===== config.mk =====
export PLATFORM = sky130hd
export DESIGN_NAME = comet_ii_decode_sequencer
export DESIGN_NICKNAME = d
export VERILOG_FILES = /design/src/rtl/comet_ii_decode_sequencer.sv
export SDC_FILE = /design/constraint.sdc
export NUM_CORES = 1
export LEC_CHECK = 0
export ABC_AREA = 1
export CORE_MARGIN = 2
export CORE_UTILIZATION = 42
export CTS_CLUSTER_SIZE = 30
export DETAILED_ROUTE_END_ITERATION = 12
export PLACE_DENSITY = 0.77
export SLEW_MARGIN = 5
export SYNTH_ARGS = -nofsm -noshare
export SYNTH_HDL_FRONTEND = slang
export SYNTH_SLANG_ARGS = --single-unit

===== constraint.sdc =====
create_clock -name clk -period 2.14 [get_ports clk]
set_input_delay 0.642 -clock clk [delete_from_list [all_inputs] [get_ports clk]]
set_output_delay 0.642 -clock clk [all_outputs]
set_load 0.02 [all_outputs]

===== src/rtl/comet_ii_decode_sequencer.sv =====
// ----------------------------------------------------------------------------
// comet_ii_decode_sequencer
//
// Clocked fetch/execute sequencer for the COMET II datapath. Fetches one or
// two instruction words from memory, latches them into an internal IR,
// traps illegal opcodes and out-of-range register indices, and emits
// single-cycle control strobes in the EXEC commit cycle.
//
// Ports:
//   clk, rst            clock, synchronous active-high reset
//   start               leave IDLE/TRAP and begin fetching
//   halt                sampled at EXEC commit: go to IDLE instead of IFET1
//   mem_rdata/valid     fetched word and its valid qualifier
//   exec_stall          datapath not ready, holds EXEC
//   FR                  flags {OF,SF,ZF} for conditional jumps
//   fetch_req           high in IFET1/IFET2
//   state               IDLE=000 IFET1=010 IFET2=011 EXEC=100 TRAP=111
//   op_code,r_r1,x_r2   latched IR1 fields; adr = latched second word
//   ALU_mode            ALU operation select (1111 = no ALU operation)
//   inc_pr..ret         control strobes to the datapath
//   illegal             high while in TRAP
// ----------------------------------------------------------------------------
module comet_ii_decode_sequencer #(
    parameter int unsigned WORD_W  = 16,
    parameter int unsigned GR_NUM  = 8,
    parameter bit          TRAP_EN = 1'b1
) (
    input  logic              clk,
    input  logic              rst,
    input  logic              start,
    input  logic              halt,
    input  logic [WORD_W-1:0] mem_rdata,
    input  logic              mem_valid,
    input  logic              exec_stall,
    input  logic [2:0]        FR,
    output logic              fetch_req,
    output logic [2:0]        state,
    output logic [7:0]        op_code,
    output logic [3:0]        r_r1,
    output logic [3:0]        x_r2,
    output logic [WORD_W-1:0] adr,
    output logic [3:0]        ALU_mode,
    output logic              inc_pr,
    output logic              r_adr_x,
    output logic              r1_r2,
    output logic              set_GR_al,
    output logic              store,
    output logic              lad,
    output logic              set_FR,
    output logic              shift,
    output logic              compare,
    output logic              jump,
    output logic              dec_SP,
    output logic              push,
    output logic              pop,
    output logic              call,
    output logic              ret,
    output logic              illegal
);

    typedef enum logic [2:0] {
        StIdle  = 3'b000,
        StIfet1 = 3'b010,
        StIfet2 = 3'b011,
        StExec  = 3'b100,
        StTrap  = 3'b111
    } state_t;

    localparam logic [4:0] GrNum = 5'(GR_NUM);
    localparam logic [3:0] AluNop = 4'b1111;

    function automatic logic f_one_word(input logic [7:0] op);
        case (op)
            8'h00, 8'h14, 8'h24, 8'h25, 8'h26, 8'h27, 8'h34, 8'h35, 8'h36,
            8'h44, 8'h45, 8'h71, 8'h81: f_one_word = 1'b1;
            default:                    f_one_word = 1'b0;
        endcase
    endfunction

    function automatic logic f_two_word(input logic [7:0] op);
        case (op)
            8'h10, 8'h11, 8'h12, 8'h20, 8'h21, 8'h22, 8'h23, 8'h30, 8'h31,
            8'h32, 8'h40, 8'h41, 8'h50, 8'h51, 8'h52, 8'h53, 8'h61, 8'h62,
            8'h63, 8'h64, 8'h65, 8'h66, 8'h70, 8'h80: f_two_word = 1'b1;
            default:                                  f_two_word = 1'b0;
        endcase
    endfunction

    // Input is the opcode with bit 2 cleared so register and memory forms
    // share one entry.
    function automatic logic [3:0] f_alu(input logic [7:0] op);
        case (op)
            8'h10:   f_alu = 4'b0111;
            8'h20:   f_alu = 4'b1000;
            8'h21:   f_alu = 4'b1001;
            8'h22:   f_alu = 4'b1010;
            8'h23:   f_alu = 4'b1011;
            8'h30:   f_alu = 4'b1100;
            8'h31:   f_alu = 4'b1101;
            8'h32:   f_alu = 4'b1110;
            8'h40:   f_alu = 4'b0000;
            8'h41:   f_alu = 4'b0001;
            8'h50:   f_alu = 4'b0100;
            8'h51:   f_alu = 4'b0101;
            8'h52:   f_alu = 4'b0010;
            8'h53:   f_alu = 4'b0011;
            default: f_alu = AluNop;
        endcase
    endfunction

    state_t             r_state;
    state_t             w_state_d;
    logic [15:0]        r_ir1;
    logic [WORD_W-1:0]  r_adr;
    logic               r_nop;      // latched invalid word executed as NOP

    logic [15:0]        w_word;
    logic               w_one;
    logic               w_valid;
    logic [7:0]         w_op;
    logic [3:0]         w_alu;
    logic               w_is_alu;
    logic               w_acc1;
    logic               w_acc2;
    logic               w_ofl;
    logic               w_sfl;
    logic               w_zfl;

    // Legality of the word arriving in IFET1; only steers next state.
    assign w_word  = mem_rdata[15:0];
    assign w_one   = f_one_word(w_word[15:8]);
    assign w_valid = (w_one || f_two_word(w_word[15:8]))
                     && ({1'b0, w_word[7:4]} < GrNum)
                     && ({1'b0, w_word[3:0]} < GrNum);

    assign w_acc1 = (r_state == StIfet1) && mem_valid;
    assign w_acc2 = (r_state == StIfet2) && mem_valid;

    // Execution decode works on registered IR only.
    assign w_op     = r_nop ? 8'h00 : r_ir1[15:8];
    assign w_alu    = f_alu(w_op & 8'hFB);
    assign w_is_alu = (w_alu != AluNop);
    assign {w_ofl, w_sfl, w_zfl} = FR;

    always_ff @(posedge clk) begin
        if (rst) begin
            r_state <= StIdle;
            r_ir1   <= '0;
            r_adr   <= '0;
            r_nop   <= 1'b0;
        end else begin
            r_state <= w_state_d;
            if (w_acc1) begin
                r_ir1 <= w_word;
                r_nop <= !w_valid;
            end
            if (w_acc2) begin
                r_adr <= mem_rdata;
            end
        end
    end

    always_comb begin
        w_state_d = r_state;
        fetch_req = 1'b0;
        inc_pr    = 1'b0;
        r_adr_x   = 1'b0;
        r1_r2     = 1'b0;
        set_GR_al = 1'b0;
        store     = 1'b0;
        lad       = 1'b0;
        set_FR    = 1'b0;
        shift     = 1'b0;
        compare   = 1'b0;
        jump      = 1'b0;
        dec_SP    = 1'b0;
        push      = 1'b0;
        pop       = 1'b0;
        call      = 1'b0;
        ret       = 1'b0;
        illegal   = 1'b0;
        ALU_mode  = w_alu;

        case (r_state)
            StIdle: begin
                if (start) begin
                    w_state_d = StIfet1;
                end
            end
            StIfet1: begin
                fetch_req = 1'b1;
                if (mem_valid) begin
                    inc_pr = 1'b1;
                    if (!w_valid && TRAP_EN) begin
                        w_state_d = StTrap;
                    end else if (!w_valid || w_one) begin
                        w_state_d = StExec;
                    end else begin
                        w_state_d = StIfet2;
                    end
                end
            end
            StIfet2: begin
                fetch_req = 1'b1;
                if (mem_valid) begin
                    inc_pr    = 1'b1;
                    dec_SP    = (r_ir1[15:8] == 8'h70) || (r_ir1[15:8] == 8'h80);
                    w_state_d = StExec;
                end
            end
            StExec: begin
                if (!exec_stall) begin
                    r1_r2     = w_is_alu && w_op[2];
                    r_adr_x   = f_two_word(w_op);
                    set_GR_al = w_is_alu && (w_alu != 4'b0000) && (w_alu != 4'b0001);
                    store     = (w_op == 8'h11);
                    lad       = (w_op == 8'h12);
                    set_FR    = w_is_alu;
                    shift     = w_is_alu && (w_op[7:4] == 4'h5);
                    compare   = w_is_alu && (w_op[7:4] == 4'h4);
                    push      = (w_op == 8'h70);
                    pop       = (w_op == 8'h71);
                    call      = (w_op == 8'h80);
                    ret       = (w_op == 8'h81);
                    case (w_op)
                        8'h61:   jump = w_sfl;
                        8'h62:   jump = !w_zfl;
                        8'h63:   jump = w_zfl;
                        8'h64:   jump = 1'b1;
                        8'h65:   jump = !w_sfl && !w_zfl;
                        8'h66:   jump = w_ofl;
                        default: jump = 1'b0;
                    endcase
                    w_state_d = halt ? StIdle : StIfet1;
                end
            end
            StTrap: begin
                illegal = 1'b1;
                if (start) begin
                    w_state_d = StIfet1;
                end
            end
            default: begin
                w_state_d = StIdle;
            end
        endcase

        // Reset cycle shows quiescent outputs, even mid-fetch or mid-stall.
        if (rst) begin
            fetch_req = 1'b0;
            inc_pr    = 1'b0;
            r_adr_x   = 1'b0;
            r1_r2     = 1'b0;
            set_GR_al = 1'b0;
            store     = 1'b0;
            lad       = 1'b0;
            set_FR    = 1'b0;
            shift     = 1'b0;
            compare   = 1'b0;
            jump      = 1'b0;
            dec_SP    = 1'b0;
            push      = 1'b0;
            pop       = 1'b0;
            call      = 1'b0;
            ret       = 1'b0;
            illegal   = 1'b0;
            ALU_mode  = AluNop;
        end
    end

    assign state   = r_state;
    assign op_code = r_ir1[15:8];
    assign r_r1    = r_ir1[7:4];
    assign x_r2    = r_ir1[3:0];
    assign adr     = r_adr;

endmodule

==> run summary <==
clock skew -> 0.00770 ns
Tmin final -> 2.43 ns
syn_area_per_cell -> 6.29 um^2
Reg power frac -> 0.253
Layout area overhead -> 85.3%
xor and xnor fraction of the mapped netlist area -> 0
initial antenna violation count -> 0
synthesized area -> 0.00218 mm^2
TritonCTS buffer count -> 5
compound-cell area share of the yosys netlist -> 0.185
WHS Path Cells -> 2
clock network power share -> 0.155
critical-path cell list -> inv_6 > nand2_4 > nor2_4 > nand2_1 > a21oi_2 > nor2_2 > nand3_4 > nand2_8 > nor2_4 > buf_6
layout cells sized above 1 -> 0.389
main flop type after synthesis -> dfxtp_1
Distinct cells, synth -> 27
vias in the first global route -> 2715
Crit Reg-Reg Startpoint -> state[1]$_SDFFE_PP0P_
most common cell after layout, fill and taps aside -> buf_4
post-synthesis mux area share -> 0
CP max stage delay -> 0.38 ns
Synth top area share -> 0.331
Crit path top cell by count -> nor2_4
final hold viol count -> 0
fin nets -> 535
flop and latch count out of synthesis -> 36
Post-Synth Adder-Cell Area -> 0
Mapped Nets -> 371
H-tree levels -> 2
hpwl dp -> 5610 um
critical path's slowest cell -> dfxtp_4
Crit path required time -> 1.50 ns
most frequent cells in the layout -> buf_4 (92), nor2_1 (56), clkdlybuf4s50_1 (53), o21ai_0 (38), nand2_1 (35)
RePlAce Congestion -> 0.966
Reg2Reg Capture Point -> state[1]$_SDFFE_PP0P_
I/O Pins -> 81
Total GRT Usage -> 0.262
EDFF count, synth -> 0
Core Footprint -> 0.00504 mm^2
root buffer cell -> clkbuf_8
Setup-failing EPs final -> 17
Post-route DRC -> 0
sequential share of the synthesized area -> 0.331
Crit. End Element -> output port
Final period util -> 1.14
diode count -> 0
initial core utilization -> 0.432
ys async rst share -> 0
First-pass DRT Iterations -> 4
Final Instance Count excl. Fillers -> 581
Tightest Hold Check Type -> reg2reg
status -> complete, but fails checks
slew margin rel. -> 0.810
WL final -> 7780 um
Gate power share -> 0.592
CP arrival -> 1.79 ns
Setup WS post-layout -> -0.290 ns
clock buffer depth -> 2
Vias -> 2903
largest net degree at the start of global routing -> 26
die area -> 0.00578 mm^2
worst reg-to-reg setup slack -> 0.20 ns
failing checks -> setup timing
GRT Residual Overflow -> 0
reg2reg path depth -> 15
post-placement cell count -> 558
RSZ-0062 raised after global routing -> true
drt via density -> 5.00
Int Pwr -> 2200 uW
largest area contributor in the netlist -> dfxtp_1
total power -> 3730 uW
WL/cell -> 13.4 um
Peak VDD IR -> 0.710 mV
Lkg Pwr -> 0.00178 uW
worst hold path startpoint -> r_ir1[6]$_SDFFE_PP0P_
clk slew on worst S/H paths -> 0.07 ns
Die Span Y -> 76.0 um
I/O Buffers -> 80
row count -> 26
CTS tree -> done
clk sinks -> 36
CP startpoint kind -> flip-flop
chip width -> 76.0 um
global-route wire length before repair -> 12400 um
Layout Utilization -> 0.800
cells after synthesis -> 346
Worst-Margin Slew -> 0.283 ns
fraction of power spent switching nets -> 0.412
Iter 0 DRT Violations -> 153
Skew-Pair Late Insertion Delay -> 0.29 ns
Hold EP -> r_ir1[6]$_SDFFE_PP0P_
CP Max Fanout -> 6
final antenna-violating net count -> 0
switching pwr -> 1540 uW
pins over their slew limit -> 0
maxcap violations -> 0
highest clock rate -> 0.412 GHz
Power Dens Cells -> 926 mW/mm^2
main area contributors after synthesis -> dfxtp_1 (33%), nor2_1 (13%), o21ai_0 (9.4%), nand2_1 (7.6%), a21oi_1 (6.4%)
Ys Warns -> 0
number of hold buffers added after CTS -> 0
critical path class -> reg2out
largest family of logic cells by synthesized area -> simple AND/OR/NAND/NOR gates
simple-gate share of the synthesized area -> 0.380
[layout make-up]
type / count / area (um^2)
inverters: 42 / 175
flip-flops and latches: 36 / 739
clock buffers: 6 / 72.6
clock inverters: 2 / 35.0
repair buffers: 170 / 1470
multi-input cells: 255 / 1450
well taps: 70 / 87.6
fillers: 333 / 1010
[power by group through the flow]
stage | registers [uW] | logic [uW] | clock network [uW]
finish | 945 | 2210 | 580
global route | 961 | 2380 | 623
CTS | 932 | 2030 | 587
detailed placement | 918 | 1840 | 0
global placement | 911 | 1810 | 0
floorplan | 1070 | 761 | 0
[critical path, delay by kind of cell (launching register included)]
kind                   cells  cell delay, ns
buffers and inverters      2            0.21
AOI/OAI and AO/OA          1            0.19
and+or+nand+nor            7            0.74
DFF                        1            0.38
[cell families after synthesis]
logic type / count (synthesis)
AO/OA/AOI/OAI: 77
flip-flops: 36
buffers and inverters: 55
AND/OR/NAND/NOR: 178
[routing by layer]
metal | vias to the layer above | share of wire | global-route usage
li1 | 1471 | - | -
met1 | 1315 | 0.41 | 0.296
met2 | 96 | 0.51 | 0.489
met3 | 21 | 0.052 | 0.0486
met4 | 0 | 0.026 | 0.0945
met5 | - | 0 | 0
[timing repair]
| item | in CTS | in global routing |
|---|---|---|
| resized for setup | 169 | 31 |
| buffers inserted | 10 | 5 |
| endpoints found under the setup margin | 24 | 21 |
| pin swaps | 21 | 16 |
[Yosys cell counts, types with 4 or more instances]
cell type	instances
nor2_1	73
nand2_1	44
o21ai_0	41
dfxtp_1	36
inv_1	34
a21oi_1	28
nand3_1	21
nor3_1	13
nand4_1	8
buf_2	6
clkbuf_1	6
inv_2	6
nand2_2	5
nand3_2	4
o211ai_1	4
[through the flow]
step	area (um^2)	hold slack, ns	TNS (ns)	setup slack, ns
after floorplan	2210	0.561	-0.423	-0.100
after global routing	4040	0.522	-4.99	-0.379
after detailed placement	3610	0.477	-15.81	-0.846
after global placement	3610	0.467	-15.47	-0.827
final	4040	0.490	-3.35	-0.290
after CTS	3880	0.493	-2.75	-0.261
[state kept, by name (all words and copies together), names as in the netlist]
| register | cells |
|---|---|
| r_ir1 | 16 |
| adr | 16 |
| r_nop | 1 |
| state | 3 |
[how the worst max path moves through the flow]
| stage | from | slack [ns] | endpoint | cells after the start |
|---|---|---|---|---|
| 2_1_floorplan | r_ir1[9]$_SDFFE_PP0P_ | -0.10 | r1_r2 | 10 |
| 3_3_place_gp | rst | -0.83 | compare | 6 |
| 6_report | r_nop$_SDFFE_PP0P_ | -0.29 | shift | 10 |
| 4_1_cts | r_ir1[15]$_SDFFE_PP0P_ | -0.26 | set_GR_al | 12 |
| 5_1_grt | r_nop$_SDFFE_PP0P_ | -0.38 | ALU_mode[2] | 9 |
| 3_5_place_dp | rst | -0.85 | ret | 5 |
Power figures use the tool's default switching activity.
